[src/rtl/alu_arbiter_pkg.sv]
// alu_arbiter_pkg: shared widths, FSM encoding and ALU op codes
package alu_arbiter_pkg;
    localparam int WIDTH_DEF = 32;
    localparam int OP_SZ_DEF = 4;
    typedef enum logic [1:0] {IDLE, EXEC, RESP} state_t;
    typedef enum logic [3:0] {
        OP_ADD, OP_SUB, OP_MUL, OP_AND, OP_OR, OP_XOR, OP_NOR, OP_NAND,
        OP_XNOR, OP_SHL, OP_SHR, OP_ROL, OP_ROR, OP_GT, OP_EQ, OP_PASSB
    } alu_op_t;
endpackage

[src/rtl/alu_arbiter_if.sv]
// alu_arbiter_if: two requester channels plus the shared response channel
interface alu_arbiter_if #(parameter int WIDTH = 32, parameter int OP_SZ = 4);
    logic             req0_valid, req0_ready, req1_valid, req1_ready;
    logic [WIDTH-1:0] req0_a, req0_b, req1_a, req1_b, rsp_data;
    logic [OP_SZ-1:0] req0_sel, req1_sel;
    logic             rsp_valid, rsp_ready, rsp_id, busy;
    modport master (
        output req0_valid, req0_a, req0_b, req0_sel, req1_valid, req1_a, req1_b, req1_sel, rsp_ready,
        input  req0_ready, req1_ready, rsp_valid, rsp_data, rsp_id, busy
    );
    modport slave (
        input  req0_valid, req0_a, req0_b, req0_sel, req1_valid, req1_a, req1_b, req1_sel, rsp_ready,
        output req0_ready, req1_ready, rsp_valid, rsp_data, rsp_id, busy
    );
endinterface

[src/rtl/alu_arbiter_alu.sv]
// alu: combinational 16-operation ALU shared by the arbiter
module alu
    import alu_arbiter_pkg::*;
#(
    parameter int WIDTH = WIDTH_DEF,
    parameter int OP_SZ = OP_SZ_DEF
) (
    input  logic [WIDTH-1:0] A,
    input  logic [WIDTH-1:0] B,
    input  logic [OP_SZ-1:0] ALU_Sel,
    output logic [WIDTH-1:0] ALU_Out
);
    always_comb begin
        ALU_Out = '0;
        case (ALU_Sel)
            OP_ADD:   ALU_Out = A + B;
            OP_SUB:   ALU_Out = A - B;
            OP_MUL:   ALU_Out = A * B;
            OP_AND:   ALU_Out = A & B;
            OP_OR:    ALU_Out = A | B;
            OP_XOR:   ALU_Out = A ^ B;
            OP_NOR:   ALU_Out = ~(A | B);
            OP_NAND:  ALU_Out = ~(A & B);
            OP_XNOR:  ALU_Out = ~(A ^ B);
            OP_SHL:   ALU_Out = A << 1;
            OP_SHR:   ALU_Out = A >> 1;
            OP_ROL:   ALU_Out = {A[WIDTH-2:0], A[WIDTH-1]};
            OP_ROR:   ALU_Out = {A[0], A[WIDTH-1:1]};
            OP_GT:    ALU_Out = {{(WIDTH-1){1'b0}}, A > B};
            OP_EQ:    ALU_Out = {{(WIDTH-1){1'b0}}, A == B};
            OP_PASSB: ALU_Out = B;
            default:  ALU_Out = '0;
        endcase
    end
endmodule

[src/rtl/alu_arbiter.sv]
// alu_arbiter: round-robin sharing of one ALU between two requesters via IDLE/EXEC/RESP
module alu_arbiter
    import alu_arbiter_pkg::*;
#(
    parameter int WIDTH = WIDTH_DEF,
    parameter int OP_SZ = OP_SZ_DEF
) (
    input  logic         clk,
    input  logic         rst_n,
    alu_arbiter_if.slave bus
);
    state_t           r_state, w_next;
    logic [WIDTH-1:0] r_a, r_b, r_data, w_alu_out;
    logic [OP_SZ-1:0] r_sel;
    logic             r_id, r_rsp_id, r_last, w_gnt1, w_any;

    assign w_any  = bus.req0_valid | bus.req1_valid;
    // requester 1 wins when alone, or on a tie when requester 0 was served last
    assign w_gnt1 = bus.req1_valid & (~bus.req0_valid | ~r_last);
    assign bus.req0_ready = rst_n & (r_state == IDLE) & bus.req0_valid & ~w_gnt1;
    assign bus.req1_ready = rst_n & (r_state == IDLE) & w_gnt1;
    assign bus.rsp_valid  = r_state == RESP;
    assign bus.busy       = r_state != IDLE;
    assign bus.rsp_data   = r_data;
    assign bus.rsp_id     = r_rsp_id;

    always_comb begin
        w_next = IDLE;
        w_next = (r_state == IDLE && w_any) ? EXEC :
                 (r_state == EXEC) ? RESP :
                 (r_state == RESP && !bus.rsp_ready) ? RESP : IDLE;
    end

    always_ff @(posedge clk or negedge rst_n) begin
        if (!rst_n) r_state <= IDLE;
        else        r_state <= w_next;
    end

    always_ff @(posedge clk or negedge rst_n) begin
        if (!rst_n) begin
            r_a      <= '0;
            r_b      <= '0;
            r_sel    <= '0;
            r_id     <= 1'b0;
            r_data   <= '0;
            r_rsp_id <= 1'b0;
            r_last   <= 1'b1;
        end else begin
            if (r_state == IDLE && w_any) begin
                r_a   <= w_gnt1 ? bus.req1_a : bus.req0_a;
                r_b   <= w_gnt1 ? bus.req1_b : bus.req0_b;
                r_sel <= w_gnt1 ? bus.req1_sel : bus.req0_sel;
                r_id  <= w_gnt1;
            end
            if (r_state == EXEC) begin
                r_data   <= w_alu_out;
                r_rsp_id <= r_id;
            end
            if (r_state == RESP && bus.rsp_ready) r_last <= r_rsp_id;
        end
    end

    alu #(.WIDTH(WIDTH), .OP_SZ(OP_SZ)) u_alu (
        .A(r_a), .B(r_b), .ALU_Sel(r_sel), .ALU_Out(w_alu_out)
    );
endmodule

[src/flat_wrapper.sv]
// flat-port wrapper written by rule: the top's interface ports become plain ports
module alu_arbiter_flat import alu_arbiter_pkg::*;
#(
    parameter int WIDTH = WIDTH_DEF,
    parameter int OP_SZ = OP_SZ_DEF
)
  (clk, rst_n, bus_req0_valid, bus_req0_a, bus_req0_b, bus_req0_sel, bus_req1_valid, bus_req1_a, bus_req1_b, bus_req1_sel, bus_rsp_ready, bus_req0_ready, bus_req1_ready, bus_rsp_valid, bus_rsp_data, bus_rsp_id, bus_busy);
  alu_arbiter_if #(.WIDTH(WIDTH), .OP_SZ(OP_SZ)) bus_i ();
  input  logic clk;
  input  logic rst_n;
  input wire logic [$bits(bus_i.req0_valid)-1:0] bus_req0_valid;
  input wire logic [$bits(bus_i.req0_a)-1:0] bus_req0_a;
  input wire logic [$bits(bus_i.req0_b)-1:0] bus_req0_b;
  input wire logic [$bits(bus_i.req0_sel)-1:0] bus_req0_sel;
  input wire logic [$bits(bus_i.req1_valid)-1:0] bus_req1_valid;
  input wire logic [$bits(bus_i.req1_a)-1:0] bus_req1_a;
  input wire logic [$bits(bus_i.req1_b)-1:0] bus_req1_b;
  input wire logic [$bits(bus_i.req1_sel)-1:0] bus_req1_sel;
  input wire logic [$bits(bus_i.rsp_ready)-1:0] bus_rsp_ready;
  output wire logic [$bits(bus_i.req0_ready)-1:0] bus_req0_ready;
  output wire logic [$bits(bus_i.req1_ready)-1:0] bus_req1_ready;
  output wire logic [$bits(bus_i.rsp_valid)-1:0] bus_rsp_valid;
  output wire logic [$bits(bus_i.rsp_data)-1:0] bus_rsp_data;
  output wire logic [$bits(bus_i.rsp_id)-1:0] bus_rsp_id;
  output wire logic [$bits(bus_i.busy)-1:0] bus_busy;
  assign bus_i.req0_valid = bus_req0_valid;
  assign bus_i.req0_a = bus_req0_a;
  assign bus_i.req0_b = bus_req0_b;
  assign bus_i.req0_sel = bus_req0_sel;
  assign bus_i.req1_valid = bus_req1_valid;
  assign bus_i.req1_a = bus_req1_a;
  assign bus_i.req1_b = bus_req1_b;
  assign bus_i.req1_sel = bus_req1_sel;
  assign bus_i.rsp_ready = bus_rsp_ready;
  assign bus_req0_ready = bus_i.req0_ready;
  assign bus_req1_ready = bus_i.req1_ready;
  assign bus_rsp_valid = bus_i.rsp_valid;
  assign bus_rsp_data = bus_i.rsp_data;
  assign bus_rsp_id = bus_i.rsp_id;
  assign bus_busy = bus_i.busy;
  alu_arbiter #(.WIDTH(WIDTH), .OP_SZ(OP_SZ)) u_core (.clk(clk), .rst_n(rst_n), .bus(bus_i));
endmodule
[config.mk]
export PLATFORM = sky130hd
export DESIGN_NAME = alu_arbiter_flat
export DESIGN_NICKNAME = d
export VERILOG_FILES = /design/src/rtl/alu_arbiter_pkg.sv /design/src/rtl/alu_arbiter_if.sv /design/src/rtl/alu_arbiter_alu.sv /design/src/rtl/alu_arbiter.sv /design/src/flat_wrapper.sv
export SDC_FILE = /design/constraint.sdc
export NUM_CORES = 2
export LEC_CHECK = 0
export BUFFER_PORTS_ARGS = -buffer_cell sky130_fd_sc_hd__buf_2
export CORE_MARGIN = 3
export CORE_UTILIZATION = 65
export CTS_CLUSTER_DIAMETER = 50
export CTS_CLUSTER_SIZE = 40
export DETAILED_ROUTE_END_ITERATION = 16
export MAX_ROUTING_LAYER = met4
export PLACE_DENSITY = 0.85
export SLEW_MARGIN = 20
export SYNTH_ARGS = -nofsm -noshare
export SYNTH_HDL_FRONTEND = slang
export SYNTH_HIERARCHICAL = 1
export SYNTH_SLANG_ARGS = --single-unit
[constraint.sdc]
create_clock -name clk -period 10.1 [get_ports clk]
set_input_delay 0 -clock clk [delete_from_list [all_inputs] [get_ports clk]]
set_output_delay 0 -clock clk [all_outputs]
set_load 0.1 [all_outputs]
Yosys cells after proc, flatten, opt, wreduce, memory -nomap -nowiden
Index checks and enable logic that the tools add are counted.

Add/subtract/negate cells: 2. Multipliers: 1. Magnitude comparators: 1. Equal/unequal tests: 18. Mux-type cells: 7. Bitwise gates (word level): 16. Reductions and logical operators: 7.

Operator list (count): 32-bit case mux with 16 select lines (1); 32-bit NOT (3); 32-bit 2-to-1 mux (2); 32-bit adder (1); 32-bit AND (1); 32-bit equality test (1); 4-bit equality test (second input constant) (8); 32-bit > comparator (1); 32-bit by 32-bit multiplier with 32-bit output (1); 32-bit OR (1); 32-bit subtractor (1); 32-bit XOR (1); 4-bit by 3-bit equality test with 1-bit output (second input constant) (4); 4-bit by 2-bit equality test with 1-bit output (second input constant) (2); 2-bit 2-to-1 mux (3); 1-bit AND (5); 4-bit by 1-bit equality test with 1-bit output (second input constant) (1); 4-bit logical NOT (1); 4-bit 2-to-1 mux (1); 1-bit logical AND (3); 1-bit NOT (3); 2-bit by 1-bit equality test with 1-bit output (second input constant) (1); 2-bit equality test (second input constant) (1); 2-bit logical NOT (1); 3 further kinds (4).

Register bits after elaboration: 105. Input port bits: 141. Output and inout bits: 37. Word-level logic and storage cells: 60.

Logic depth before layout (Yosys ltp)
Word-level depth: 5. Gate-level depth with buffers: 29. Depth with buffers taken out: 27.

Cells and area by module
The synthesis kept the hierarchy.

Modules (own cells, without submodules): alu (instances 1, cells each 2841, area an instance 22013.6 um2, seq. area each 0.0 um2); alu_arbiter (instances 1, cells each 310, area an instance 5342.6 um2, seq. area each 2628.8 um2).

Least setup slack after synthesis
No wires, ideal clock.

Path kind: register to register. Start: register u_core.r_b[2]. End: register u_core.r_data[28], in the netlist u_core/bus.rsp_data[28]. Library setup time: 126 ps. Data arrival time: 7289 ps. Required time: 9974 ps. Path slack: 2685 ps. Stages on the path, launching flop included: 26. Buffers on the path: 2. Period minus slack after synthesis: 7415 ps. Cells stage by stage: dfrtp_1 clkbuf_1 inv_1 clkbuf_1 nor2_1 fa_1 inv_1 fa_1 fa_1 fa_1 inv_1 fa_1 inv_1 fa_1 inv_1 fa_1 fa_1 ha_1 and3_1 a2111oi_2 a21o_1 a21boi_1 o21ai_0 mux2_2 a211o_1 mux2_2.

Word-level cells in the longest chain between the ends: 2. Elaborated cells on any way between the ends: 4. Those cells by class: add/sub (2); mul (1); mux (1).

RTL lines: start: declaration (line alu_arbiter.sv:13) `logic [WIDTH-1:0] r_a, r_b, r_data, w_alu_out;`; start signal: assignment (line alu_arbiter.sv:51) `r_b <= w_gnt1 ? bus.req1_b : bus.req0_b;`; 32-bit by 32-bit multiplier with 32-bit output (tied with other cells) (line alu_arbiter_alu.sv:18) `OP_MUL: ALU_Out = A * B;`; 32-bit case mux with 16 select lines * (line alu_arbiter_alu.sv:15) `case (ALU_Sel)`; net u_core.w_alu_out[28] (line alu_arbiter.sv:13); end signal: assignment (line alu_arbiter.sv:56) `r_data <= w_alu_out;`; end: declaration (line alu_arbiter.sv:13).

The timed path passes the listed nets; every way through them passes the cells marked *. A chain may end at the register's enable or synchronous reset.

Final worst setup path
Start: register u_core.r_a[5]. End: register u_core.r_data[31], in the netlist u_core/bus.rsp_data[31].

Word-level cells in the longest chain between the ends: 2. Elaborated cells on any way between the ends: 4. Those cells by class: add/sub (2); mul (1); mux (1).

RTL lines: start: declaration (line alu_arbiter.sv:13); start signal: assignment (line alu_arbiter.sv:50) `r_a <= w_gnt1 ? bus.req1_a : bus.req0_a;`; 32-bit by 32-bit multiplier with 32-bit output (tied with other cells) (line alu_arbiter_alu.sv:18); 32-bit case mux with 16 select lines * (line alu_arbiter_alu.sv:15); net u_core.w_alu_out[31] (line alu_arbiter.sv:13).

Marked as above.

==> flow_summary.yaml <==
global_routing:
  grt_overflow: 0
  grt_antenna_before_repair: 8
  grt_pass1_vias: 28400
  grt_max_degree: 73
  grt_usage: 0.572
  grt_pass1_wl_mm: 181
layout:
  fillers: 2853
  final_cell_mix: "inv_1, nor2_1, fa_1"
  final_area_sq_um: 30200
  layout.area.seq_sq_um: 2630
  drive_above_1_share: 0.143
  layout_commonest_cell: "inv_1"
  area_growth_syn_to_layout_pct: 10.3
  multi_input_area_sq_um: 22000
  final_nets: 4123
clock_network:
  cts_sinks: 105
  clk_pin_slew_ps: 100
  post-cts-setup-buffers: 0
  clk_latency_ps: 400
  cts_root_buf: "clkbuf_16"
  cts_tree: "built"
  clockBufferDepth: 2
  cts_buffers: 9
  htree_levels: 3
timing:
  timing.slew.headroom: 0.170
  tightest_slew_ps: 1250
  fin_crit_ps: 8670
  clock.fmax_mhz: 115
  setup_tns_ps: 0
  period_share: 0.858
  setup_viol: 0
  slew_viol_final: 0
  finClkSkew_ps: 16.1
  rsz0062_at_grt: "no"
  hold_viol: 0
yosys:
  async_flop_share: 1.00
  netlist_instances: 3151
  syn-cell-area_sq_um: 27400
  ys_ff_latch: 105
  synth_edf_count: 0
  ys_types: 98
  syn_avg_cell_area_sq_um: 8.68
  synth_top_flop_cell: "dfrtp_1"
  synth.yosys.seq_area_share: 0.0961
  synth_warnings: 6
  syn-num-nets: 3921
floorplan:
  initial_core_util: 0.664
  ios: 178
  floorplan.die.width_um: 211
  rows: 74
  die_height_um: 211
  coreArea_sq_um: 41200
  die-area_sq_um: 44600
critical_path:
  critPathMaxStageDelay_ps: 610
  end_kind: "register"
  cp.required_ps: 10390
  worstPathMaxFanout: 16
  crit_path_end: "u_core/bus.rsp_data[31]$_DFFE_PN0N_"
  regToRegStartpoint: "u_core/r_a[5]$_DFFE_PN0P_"
  r2r-end: "u_core/bus.rsp_data[31]$_DFFE_PN0N_"
  rr_worst_depth: 28
  critPathLaunchType: "register"
  slowest_stage: "clkinv_1"
  r2r_slack_ps: 1430
  setup.worst_path.start: "u_core/r_a[5]$_DFFE_PN0P_"
  crit_arrival_ps: 8960
  path_class: "register to register"
  crit_path_frequent_cell: "fa_1"
detailed_routing:
  drt_iter0_markers: 5427
  drtAntennaViolNets: 0
  dr.pass1.iters: 12
  drcViolationCount: 0
  wl_per_cell_um: 32.7
  num_vias: 28100
  viasPerCell: 7.19
  wirelength_mm: 128
hold_path:
  hold_path.class: "primary input to register"
status:
  status: "finished, final reports clean"
placement:
  place_area_sq_um: 28600
  portBuffers: 177
  dp.final_hpwl_mm: 87.9
  place.gp.congestion: 1.17
run:
  cap_viol_max_count: 0
==> what timing repair did <==
item	4_1_cts	5_1_grt
gates resized for setup	0	0
hold buffers	124	0
endpoints found under the hold margin	97	0
==> final cells by class <==
type                    count  share of cell area
diodes                     18             0.00149
clock buffers               9             0.00746
clock inverters             7             0.00245
inverters                 491              0.0611
multi-input cells        2371               0.729
flip-flops and latches    105              0.0872
well taps                 532              0.0221
repair buffers            375              0.0890
==> flip-flops by register name, indices dropped and copies added, names as in the netlist <==
signal / flops
u_core/bus.rsp_data: 32
u_core/r_a: 32
u_core/r_b: 32
u_core/r_sel: 4
u_core/r_state: 2
u_core/bus.rsp_id: 1
u_core/r_id: 1
u_core/r_last: 1
==> worst min path at each step <==
| stage | cells past startpoint | slack [ps] | from | end |
|---|---|---|---|---|
| after floorplan | 0 | -300 | rst_n | u_core/bus.rsp_data[0]$_DFFE_PN0N_ |
| after global placement | 1 | -20 | rst_n | u_core/bus.rsp_id$_DFFE_PN0N_ |
| after detailed placement | 1 | 4 | rst_n | u_core/bus.rsp_id$_DFFE_PN0N_ |
| after CTS | 3 | 0.3 | bus_req0_b[15] | u_core/r_b[15]$_DFFE_PN0P_ |
| after global routing | 3 | 7 | bus_req0_b[3] | u_core/r_b[3]$_DFFE_PN0P_ |
| final | 3 | 8 | bus_req0_b[3] | u_core/r_b[3]$_DFFE_PN0P_ |
==> per-layer routing <==
| metal | global-route usage | vias up | wire, um |
|---|---|---|---|
| li1 | - | 10600 | - |
| met1 | 0.637 | 13100 | 39600 |
| met2 | 0.782 | 3117 | 50300 |
| met3 | 0.267 | 1178 | 22500 |
| met4 | 0.464 | 0 | 15300 |
| met5 | - | - | 0 |
==> metrics by stage <==
step / utilization / std cells / hold slack (ps) / setup slack [ps]
2_1_floorplan: - / 3151 / -296 / 2690
3_3_place_gp: 0.694 / 3750 / -21.7 / 1860
3_5_place_dp: 0.694 / 3750 / 4.44 / 1780
4_1_cts: 0.731 / 3890 / 0.332 / 1760
5_1_grt: 0.732 / 3906 / 6.63 / 1400
6_report: 0.733 / 3908 / 7.96 / 1430
==> worst max-delay path, delay by kind of cell (launching register included) <==
family	cells	cell delay, ps
flops	1	360
simple gates	5	1050
buf+inv	9	1800
compound gates	3	820
fa+ha+maj	9	4000
mux	1	260
xor+xnor	1	230
==> logic make-up after synthesis <==
| family | Yosys count | share of synthesized area |
|---|---|---|
| simple gates | 939 | 0.148 |
| buf+inv | 675 | 0.100 |
| flops | 105 | 0.0961 |
| compound gates | 530 | 0.134 |
| mux | 187 | 0.0946 |
| xor+xnor | 86 | 0.0275 |
| fa+ha+maj | 629 | 0.400 |
==> cells in the mapped netlist (7+ instances only) <==
library cell	number	area, sq um
nor2b_1	34	213
clkinv_1	13	48.8
a211oi_1	35	263
a221o_1	9	90.1
a221oi_1	24	210
a31oi_1	15	93.8
nand2_1	314	1180
nor3b_1	7	52.6
o211ai_1	13	97.6
mux2_4	134	2010
nor3_1	36	180
ha_1	219	2740
and2_1	10	62.6
nand2b_1	22	138
buf_1	24	90.1
a22oi_1	22	165
or3_1	11	68.8
buf_2	31	155
a2111oi_0	11	96.3
xnor2_1	62	543
and3_1	12	75.1
inv_1	473	1780
fa_1	410	8210
o31ai_1	10	75.1
o22ai_1	21	131
dfrtp_1	104	2600
or2_2	11	68.8
a21o_1	29	218
buf_4	10	75.1
a22o_1	9	78.8
o21bai_1	15	113
o221ai_1	9	78.8
o21a_1	15	113
nand3_1	24	120
mux2i_1	17	170
nand4_1	8	50.1
a21oi_1	146	731
nor2_1	421	1580
xor2_1	24	210
clkbuf_1	109	409
mux2_2	36	405
o21ai_0	67	335
Power is left out: the tool's default activity adds up to more than one toggle a clock period on the data nets, which glitch-free logic cannot reach.
